File: src/rtl/dtc_tree_walker.sv
// dtc_tree_walker: table-driven decision-tree engine.
// A node table is loaded through the cfg port while the engine is idle.
// Each accepted feature vector is classified by walking the table from
// entry 0, one node per cycle. The result is held on a valid/ready output.
// Optional build macro: DTC_WALK_STATS_EN adds saturating result counters.
module dtc_tree_walker #(
    parameter int FEAT_W    = 8,
    parameter int CLS_W     = 2,
    parameter int NODE_AW   = 6,
    parameter int MAX_DEPTH = 8,
    localparam int FIDX_W   = $clog2(FEAT_W),
    localparam int NODE_W   = 1 + FIDX_W + 2*NODE_AW
) (
    input  logic               clk,
    input  logic               rst,
    input  logic               cfg_we,
    output logic               cfg_ready,
    input  logic [NODE_AW-1:0] cfg_addr,
    input  logic [NODE_W-1:0]  cfg_wdata,
    input  logic               in_valid,
    output logic               in_ready,
    input  logic [FEAT_W-1:0]  in_feat,
    output logic               out_valid,
    input  logic               out_ready,
    output logic [CLS_W-1:0]   out_class,
    output logic               out_err,
    output logic               busy
`ifdef DTC_WALK_STATS_EN
    ,
    output logic [15:0]        stat_cls_cnt,
    output logic [15:0]        stat_err_cnt
`endif
);

    localparam int unsigned DEPTH  = 2**NODE_AW;
    localparam int          STEP_W = (MAX_DEPTH > 1) ? $clog2(MAX_DEPTH) : 1;

    typedef enum logic [1:0] {
        IDLE = 2'd0,
        WALK = 2'd1,
        DONE = 2'd2
    } state_t;

    state_t              r_state;
    logic [NODE_W-1:0]   r_table [DEPTH];
    logic [NODE_AW-1:0]  r_ptr;
    logic [STEP_W-1:0]   r_step;
    logic [FEAT_W-1:0]   r_feat;
    logic [CLS_W-1:0]    r_out_class;
    logic                r_out_err;
    logic                r_out_valid;

    state_t              w_state_nx;
    logic [NODE_AW-1:0]  w_ptr_nx;
    logic [STEP_W-1:0]   w_step_nx;
    logic [FEAT_W-1:0]   w_feat_nx;
    logic [CLS_W-1:0]    w_cls_nx;
    logic                w_err_nx;
    logic                w_vld_nx;

    // Current node fields, decoded from the entry addressed by r_ptr
    logic [NODE_W-1:0]   w_node;
    logic                w_leaf;
    logic [FIDX_W-1:0]   w_fidx;
    logic [NODE_AW-1:0]  w_left;
    logic [NODE_AW-1:0]  w_right;
    logic                w_fbit;
    logic                w_idle;
    logic                w_hshake;

    assign w_node   = r_table[r_ptr];
    assign w_leaf   = w_node[NODE_W-1];
    assign w_fidx   = w_node[NODE_W-2 -: FIDX_W];
    assign w_left   = w_node[2*NODE_AW-1 -: NODE_AW];
    assign w_right  = w_node[NODE_AW-1:0];
    assign w_idle   = (r_state == IDLE);
    assign w_hshake = r_out_valid && out_ready;

    // Out-of-range feature indices read as 0
    always_comb begin
        w_fbit = 1'b0;
        if (int'(w_fidx) < FEAT_W)
            w_fbit = r_feat[w_fidx];
    end

    // Node table: cleared on reset, writable only while idle
    always_ff @(posedge clk) begin
        if (rst) begin
            for (int unsigned i = 0; i < DEPTH; i++)
                r_table[i] <= '0;
        end else if (cfg_we && w_idle) begin
            r_table[cfg_addr] <= cfg_wdata;
        end
    end

    // State and walk/result registers
    always_ff @(posedge clk) begin
        if (rst) begin
            r_state     <= IDLE;
            r_ptr       <= '0;
            r_step      <= '0;
            r_feat      <= '0;
            r_out_class <= '0;
            r_out_err   <= 1'b0;
            r_out_valid <= 1'b0;
        end else begin
            r_state     <= w_state_nx;
            r_ptr       <= w_ptr_nx;
            r_step      <= w_step_nx;
            r_feat      <= w_feat_nx;
            r_out_class <= w_cls_nx;
            r_out_err   <= w_err_nx;
            r_out_valid <= w_vld_nx;
        end
    end

    // Next-state: accept in IDLE, one node per cycle in WALK, hold in DONE
    always_comb begin
        w_state_nx = r_state;
        w_ptr_nx   = r_ptr;
        w_step_nx  = r_step;
        w_feat_nx  = r_feat;
        w_cls_nx   = r_out_class;
        w_err_nx   = r_out_err;
        w_vld_nx   = r_out_valid;
        unique case (r_state)
            IDLE: begin
                if (in_valid) begin
                    w_feat_nx  = in_feat;
                    w_ptr_nx   = '0;
                    w_step_nx  = '0;
                    w_state_nx = WALK;
                end
            end
            WALK: begin
                if (w_leaf) begin
                    w_cls_nx   = w_node[CLS_W-1:0];
                    w_err_nx   = 1'b0;
                    w_vld_nx   = 1'b1;
                    w_state_nx = DONE;
                end else if (r_step == STEP_W'(MAX_DEPTH-1)) begin
                    w_cls_nx   = '0;
                    w_err_nx   = 1'b1;
                    w_vld_nx   = 1'b1;
                    w_state_nx = DONE;
                end else begin
                    w_ptr_nx  = w_fbit ? w_right : w_left;
                    w_step_nx = r_step + STEP_W'(1);
                end
            end
            DONE: begin
                if (out_ready) begin
                    w_vld_nx   = 1'b0;
                    w_state_nx = IDLE;
                end
            end
            default: w_state_nx = IDLE;
        endcase
    end

    assign in_ready  = w_idle;
    assign cfg_ready = w_idle;
    assign busy      = !w_idle;
    assign out_valid = r_out_valid;
    assign out_class = r_out_class;
    assign out_err   = r_out_err;

`ifdef DTC_WALK_STATS_EN
    logic [15:0] r_stat_cls;
    logic [15:0] r_stat_err;

    // Saturating counts of handshaked results, split by error flag
    always_ff @(posedge clk) begin
        if (rst) begin
            r_stat_cls <= '0;
            r_stat_err <= '0;
        end else if (w_hshake) begin
            if (r_out_err) begin
                if (r_stat_err != '1)
                    r_stat_err <= r_stat_err + 16'd1;
            end else begin
                if (r_stat_cls != '1)
                    r_stat_cls <= r_stat_cls + 16'd1;
            end
        end
    end

    assign stat_cls_cnt = r_stat_cls;
    assign stat_err_cnt = r_stat_err;
`else
    logic w_unused;
    assign w_unused = w_hshake;
`endif

endmodule

File: config.mk
export PLATFORM = sky130hd
export DESIGN_NAME = dtc_tree_walker
export DESIGN_NICKNAME = d
export VERILOG_FILES = /design/src/rtl/dtc_tree_walker.sv
export SDC_FILE = /design/constraint.sdc
export NUM_CORES = 1
export LEC_CHECK = 0
export ABC_AREA = 1
export BUFFER_PORTS_ARGS = -buffer_cell sky130_fd_sc_hd__buf_2
export CAP_MARGIN = 10
export CORE_MARGIN = 8
export CORE_UTILIZATION = 30
export DETAILED_ROUTE_END_ITERATION = 8
export MAX_ROUTING_LAYER = met4
export PLACE_DENSITY = 0.44
export SETUP_SLACK_MARGIN = 0.2
export SLEW_MARGIN = 20
export SYNTH_ARGS = -nofsm -noshare
export SYNTH_HDL_FRONTEND = slang
export SYNTH_SLANG_ARGS = --single-unit
File: constraint.sdc
create_clock -name clk -period 2.9 [get_ports clk]
set_input_delay 0.58 -clock clk [delete_from_list [all_inputs] [get_ports clk]]
set_output_delay 0.58 -clock clk [all_outputs]
set_load 0.05 [all_outputs]
==> flow_summary.json, run 1 <==
{
  "final.setup.worst_slack_ns": 0.214,
  "routed_wirelength_mm": 176,
  "slew_viol_final": 0,
  "stdcell_count": 6962,
  "critPathTopFamily": "compound AO/OA/AOI/OAI gates",
  "synth_top_cells_by_area": "edfxtp_1, nor2_1, nand2_1, nand3_1, o21ai_0",
  "drc_errors": 0,
  "p_leak_nw": 22.1,
  "dp.cells": 6690,
  "drive_gt1_frac": 0.183,
  "yosysUniqueCellTypes": 38,
  "tritoncts": "yes",
  "syn-cell-area_mm2": 0.0474,
  "place_worst_setup_slack_ns": -0.0142,
  "hold_class": "in -> reg",
  "path_class": "reg -> reg",
  "die_x_um": 414,
  "required_ns": 3.56,
  "setup_violations": 0,
  "via_count": 35900,
  "synth_edf_count": 1024,
  "tightest_slew_ns": 0.774,
  "power_density_mw_per_mm2": 878,
  "firstDrtPassIters": 5,
  "gr-total-overflow": 0,
  "hold_viol": 0,
  "final.fill_count": 15600,
  "fmax_mhz": 372,
  "synth_warnings": 0,
  "ir_drop_v": 0.000494,
  "clk_pin_slew_ns": 0.06,
  "cts_root_buf": "clkbuf_16",
  "fin_crit_sh": 0.926,
  "num-nets-final": 4828,
  "htree_levels": 3,
  "gr-usage-met2": 0.307,
  "port_buffers": 41,
  "drv_cap": 0,
  "yosys_register_bits": 1053,
  "skew_ns": 0.0273,
  "postRouteAntennaNets": 0,
  "synth_area_per_cell_um2": 10.4,
  "rsz0062_at_grt": "true",
  "dieHeight_um": 414,
  "rows": 146,
  "syn_nets": 4616,
  "slowest_stage": "o211ai_1",
  "use_met3": 0.0256,
  "netlist.area_leader.share": 0.648,
  "cts_hold_buffers": 0,
  "worst_path_largest_cell_delay_ns": 0.53,
  "track_usage": 0.203,
  "crit_path_cell_trace": "buf_12, inv_16, buf_8, o21ai_0, o22ai_1, nor2_1, o211ai_1, nand3_2, nand2_2, nor2_4, inv_4, buf_12, nand3_1, a21oi_2",
  "vias_per_cell": 5.16,
  "clk_path_buf_depth": 3,
  "area.sequential_mm2": 0.0313,
  "start_kind": "flop",
  "cpMostUsedCell": "buf_12",
  "antenna_found_initial": 3,
  "clk_latency_ns": 0.74,
  "p_total_mw": 50.5,
  "critPathMaxFanout": 12,
  "cts.sinks": 1053,
  "core_mm2": 0.158,
  "async_reset_ff_frac": 0,
  "end_kind": "flop",
  "place_congestion": 0.875,
  "grt_use_met1": 0.288,
  "critPathArrivalTime_ns": 3.35,
  "yosysMostFrequentCell": "nor2_1",
  "synthMuxAreaShare": 0,
  "syn_to_final_growth_pct": 21.3,
  "yosysSeqAreaShare": 0.660,
  "cts_buffers": 116,
  "synth_compound_area_frac": 0.0709,
  "hpwlAfterDp_mm": 103,
  "worstHoldStart": "in_feat[4]",
  "synth_common_cells": "nor2_1, edfxtp_1, nand2_1",
  "fin_hold_ws_ns": 0.132,
  "multi_input_area_mm2": 0.0145,
  "place_area_mm2": 0.0521,
  "netlist_instances": 4579,
  "grt_pass1_wl_mm": 249,
  "grt_pass1_vias": 34300,
  "synth-simple-area-share": 0.221,
  "grt.busiest_layer": "met2",
  "dieArea_mm2": 0.171,
  "path_buf_inv": 5,
  "yosysTopAreaCell": "edfxtp_1",
  "start_util": 0.301,
  "synth_top_family_by_area": "simple AND/OR/NAND/NOR gates",
  "min_period_ns": 2.69,
  "routedWlPerCell_um": 25.3,
  "synthFlopType": "edfxtp_1",
  "grt_start_max_net_pins": 76,
  "r2r_slack_ns": 0.21,
  "max_slew_margin": 0.484,
  "io_pins": 42,
  "drt_iter0_drc": 3690,
  "synth_xor_area_frac": 0,
  "synth_fa_ha_area_frac": 0.000527,
  "final_area_mm2": 0.0575,
  "status": "finished, final reports clean"
}
sequential cells by signal, summed over array words and instances, names as in the netlist, named ones only:
| name | cells |
|---|---|
| r_table | 1024 |
| r_feat | 8 |
| r_ptr | 6 |
| r_step | 3 |
| out_class | 2 |
| r_state | 2 |
| out_err | 1 |
| out_valid | 1 |
area by class of cell:
cell class / instances / share of cell area
antenna: 1 / 0.0000435
inverter: 48 / 0.00430
timing repair buffer: 487 / 0.0882
tap: 2072 / 0.0450
sequential: 1053 / 0.545
multi-input combinational: 3081 / 0.252
clock inverter: 72 / 0.0114
timing repair inverter: 4 / 0.00111
clock buffer: 144 / 0.0531
tightest hold or removal path: cells and delay by family:
kind	cells	cell delay (ns)
buf+inv	1	0.07
compound gates	1	0.09
simple gates	1	0.09
stage by stage:
step           TNS [ns]  utilization
3_3_place_gp     -0.120        0.330
2_1_floorplan         0            -
4_1_cts               0        0.359
6_report              0        0.365
5_1_grt               0        0.365
3_5_place_dp    -0.0429        0.330
logic make-up after synthesis:
| family | Yosys count |
|---|---|
| and+or+nand+nor | 2528 |
| DFF | 1053 |
| buffers and inverters | 445 |
| adders and majority gates | 2 |
| AOI/OAI and AO/OA | 551 |
cell usage in the layout, fill, tap and decap left out, types with 6 or more instances in the layout:
cell type	count
o211ai_1	50
clkbuf_1	23
nand3_1	407
o21ai_0	177
o22ai_2	17
buf_6	13
a21oi_1	127
buf_4	333
a221o_1	33
o22ai_1	65
buf_2	42
clkinv_2	34
clkbuf_16	128
clkinv_1	31
nand3_4	11
nand3_2	48
nand2_1	718
buf_16	18
o21ai_2	8
nand3b_1	6
a32o_1	36
nand2_2	96
bufinv_16	11
nor4_4	8
inv_1	24
edfxtp_1	1024
a21oi_2	6
buf_12	60
dfxtp_1	24
nor2_1	1219
o21ai_1	21
path summary, 6_finish.rpt:
path         cells past startpoint   endpoint
max                             14       flop
min                              3  r_feat[4]
min reg2reg                      2       flop
max reg2reg                     14       flop
what timing repair did:
| action | in CTS | in global routing |
|---|---|---|
| endpoints found under the setup margin | 21 | 20 |
| gates resized for setup | 60 | 133 |
| setup buffers | 12 | 18 |
| pin swaps | 13 | 49 |
| gates cloned | 11 | 14 |
power breakdown:
part | total, mW | internal [mW] | switching, mW | leakage, nW
logic | 18.1 | 6.33 | 11.8 | 9.44
registers | 17.6 | 17.3 | 0.270 | 10.8
clock network | 14.8 | 8.42 | 6.41 | 1.82
routing by layer:
layer / vias up / wire length [um]
met2: 1220 / 79800
met5: - / 0
met1: 18200 / 81200
met3: 211 / 10700
li1: 16300 / -
met4: 0 / 4690
No activity file was read; power rests on OpenSTA's default activity.
==> run 2, diff against run 1 <==
CORE_ASPECT_RATIO = 2   (was unset)
GPL_ROUTABILITY_DRIVEN = 0   (was unset)
==> run 2 against run 1 <==
  * Global-route usage grew 1.7 points
  * Critical path depth is 1 lower
  * Clock power shrank 9%
  * Sequential share of layout area grew 0.30 points
  * First-iteration DRC count down 21%
  * Register-to-register slack got worse by 0.04 ns
  * Cell area decreased by 0.56%
  * Final cell count is 0.53% lower
  * Power up 1.2%
==> flow_summary.json, run 2 (synthesis results as in run 1) <==
{
  "syn_to_final_growth_pct": 20.6,
  "clk_pin_slew_ns": 0.07,
  "power_density_mw_per_mm2": 893,
  "rsz0062_at_grt": "true",
  "htree_levels": 3,
  "ff2ff_path_depth": 13,
  "max_slew_margin": 0.318,
  "largest_reg_flops": 1024,
  "die_x_um": 297,
  "layout_commonest_cell": "nor2_1",
  "drv_cap": 0,
  "stdcell_count": 6925,
  "clk_latency_ns": 0.70,
  "core_mm2": 0.157,
  "status": "finished, final reports clean",
  "firstDrtPassIters": 5,
  "dp.cells": 6679,
  "layout_common_cells": "nor2_1, edfxtp_1, nand2_1",
  "slew_viol_final": 0,
  "io_pins": 42,
  "min_period_ns": 2.73,
  "hpwlAfterDp_mm": 117,
  "fin_crit_sh": 0.941,
  "grt_pass1_wl_mm": 267,
  "setup_violations": 0,
  "hold_viol": 0,
  "clk_path_buf_depth": 3,
  "drc_errors": 0,
  "holdPathStages": 3,
  "p_leak_nw": 21.9,
  "required_ns": 3.53,
  "drt_iter0_drc": 2922,
  "antenna_found_initial": 5,
  "cts_buffers": 94,
  "tightest_slew_ns": 1.02,
  "routed_wirelength_mm": 190,
  "area.sequential_mm2": 0.0313,
  "skew_ns": 0.0179,
  "hold_class": "in -> reg",
  "vias_per_cell": 5.18,
  "drive_gt1_frac": 0.179,
  "fmax_mhz": 366,
  "num-nets-final": 4801,
  "rows": 206,
  "grt_pass1_vias": 36600,
  "start_util": 0.302,
  "critPathMaxFanout": 12,
  "start_kind": "flop",
  "setup_tns_ns": 0,
  "port_buffers": 41,
  "ir_drop_v": 0.000516,
  "via_count": 35900,
  "gr-total-overflow": 0,
  "critPathArrivalTime_ns": 3.36,
  "final.fill_count": 15700,
  "cts_root_buf": "clkbuf_16",
  "routedWlPerCell_um": 27.5,
  "final_area_mm2": 0.0572,
  "end_kind": "flop",
  "dieArea_mm2": 0.172,
  "place_area_mm2": 0.0520,
  "tritoncts": "yes",
  "cts.sinks": 1053,
  "grt_start_max_net_pins": 76,
  "top_regs": "r_table x1024, r_feat x8, r_ptr x6",
  "track_usage": 0.220,
  "top_register": "r_table",
  "dieHeight_um": 578,
  "p_total_mw": 51.1,
  "postRouteAntennaNets": 0,
  "path_class": "reg -> reg",
  "multi_input_area_mm2": 0.0145
}
[run 2: cell type report]
class	instances	area share
timing repair buffer	483	0.0920
sequential	1053	0.548
antenna	2	0.0000875
clock buffer	111	0.0433
clock inverter	64	0.0122
multi-input combinational	3081	0.254
inverter	48	0.00426
timing repair inverter	3	0.000853
tap	2080	0.0455
[run 2: repair_timing]
action	in CTS	in global routing
pin swaps	34	32
endpoints found under the setup margin	21	19
cloned	20	7
gates resized for setup	132	76
hold buffers	0	0
setup buffers	35	7
[run 2: per-layer routing]
metal  global-route usage  vias to the layer above  part of all wire
li1                     -                    16200                 -
met3               0.0197                      400             0.035
met5                    -                        -                 0
met1                0.222                    18200              0.35
met2                0.411                     1102              0.54
met4                0.129                        0             0.068
[run 2: report_power, final]
| group | internal (mW) | total [mW] | leakage (nW) | switching [mW] |
|---|---|---|---|---|
| registers | 17.3 | 17.5 | 10.8 | 0.272 |
| clock network | 7.46 | 13.5 | 1.55 | 6.00 |
| logic | 7.17 | 20.1 | 9.52 | 12.9 |
[run 2: per-stage QoR]
stage	setup WS (ns)	utilization	hold WS [ns]
after floorplan	0.180	-	0.430
after global placement	-0.0965	0.331	0.463
after detailed placement	-0.145	0.331	0.456
after CTS	0.190	0.361	0.112
after global routing	0.0925	0.364	0.141
final	0.171	0.364	0.151
[run 2: path summary, 6_finish.rpt]
kind / from / to / slack [ns]
hold / removal: in_feat[4] / r_feat[4] / 0.15
hold reg to reg: out_err / out_err / 0.46
setup / recovery: flop / r_ptr[5] / 0.17
setup reg to reg: flop / r_ptr[5] / 0.17
[run 2: worst max-delay path, stage by stage, from the launching register on]
cell,delay [ns]
dfxtp_4,0.38
buf_12,0.17
buf_16,0.16
buf_16,0.16
buf_4,0.17
nand2_1,0.06
a32o_1,0.26
o211ai_1,0.31
nand3_2,0.27
nand3_1,0.25
nand2_1,0.10
nand3_1,0.09
nand3_1,0.09
a21oi_2,0.15
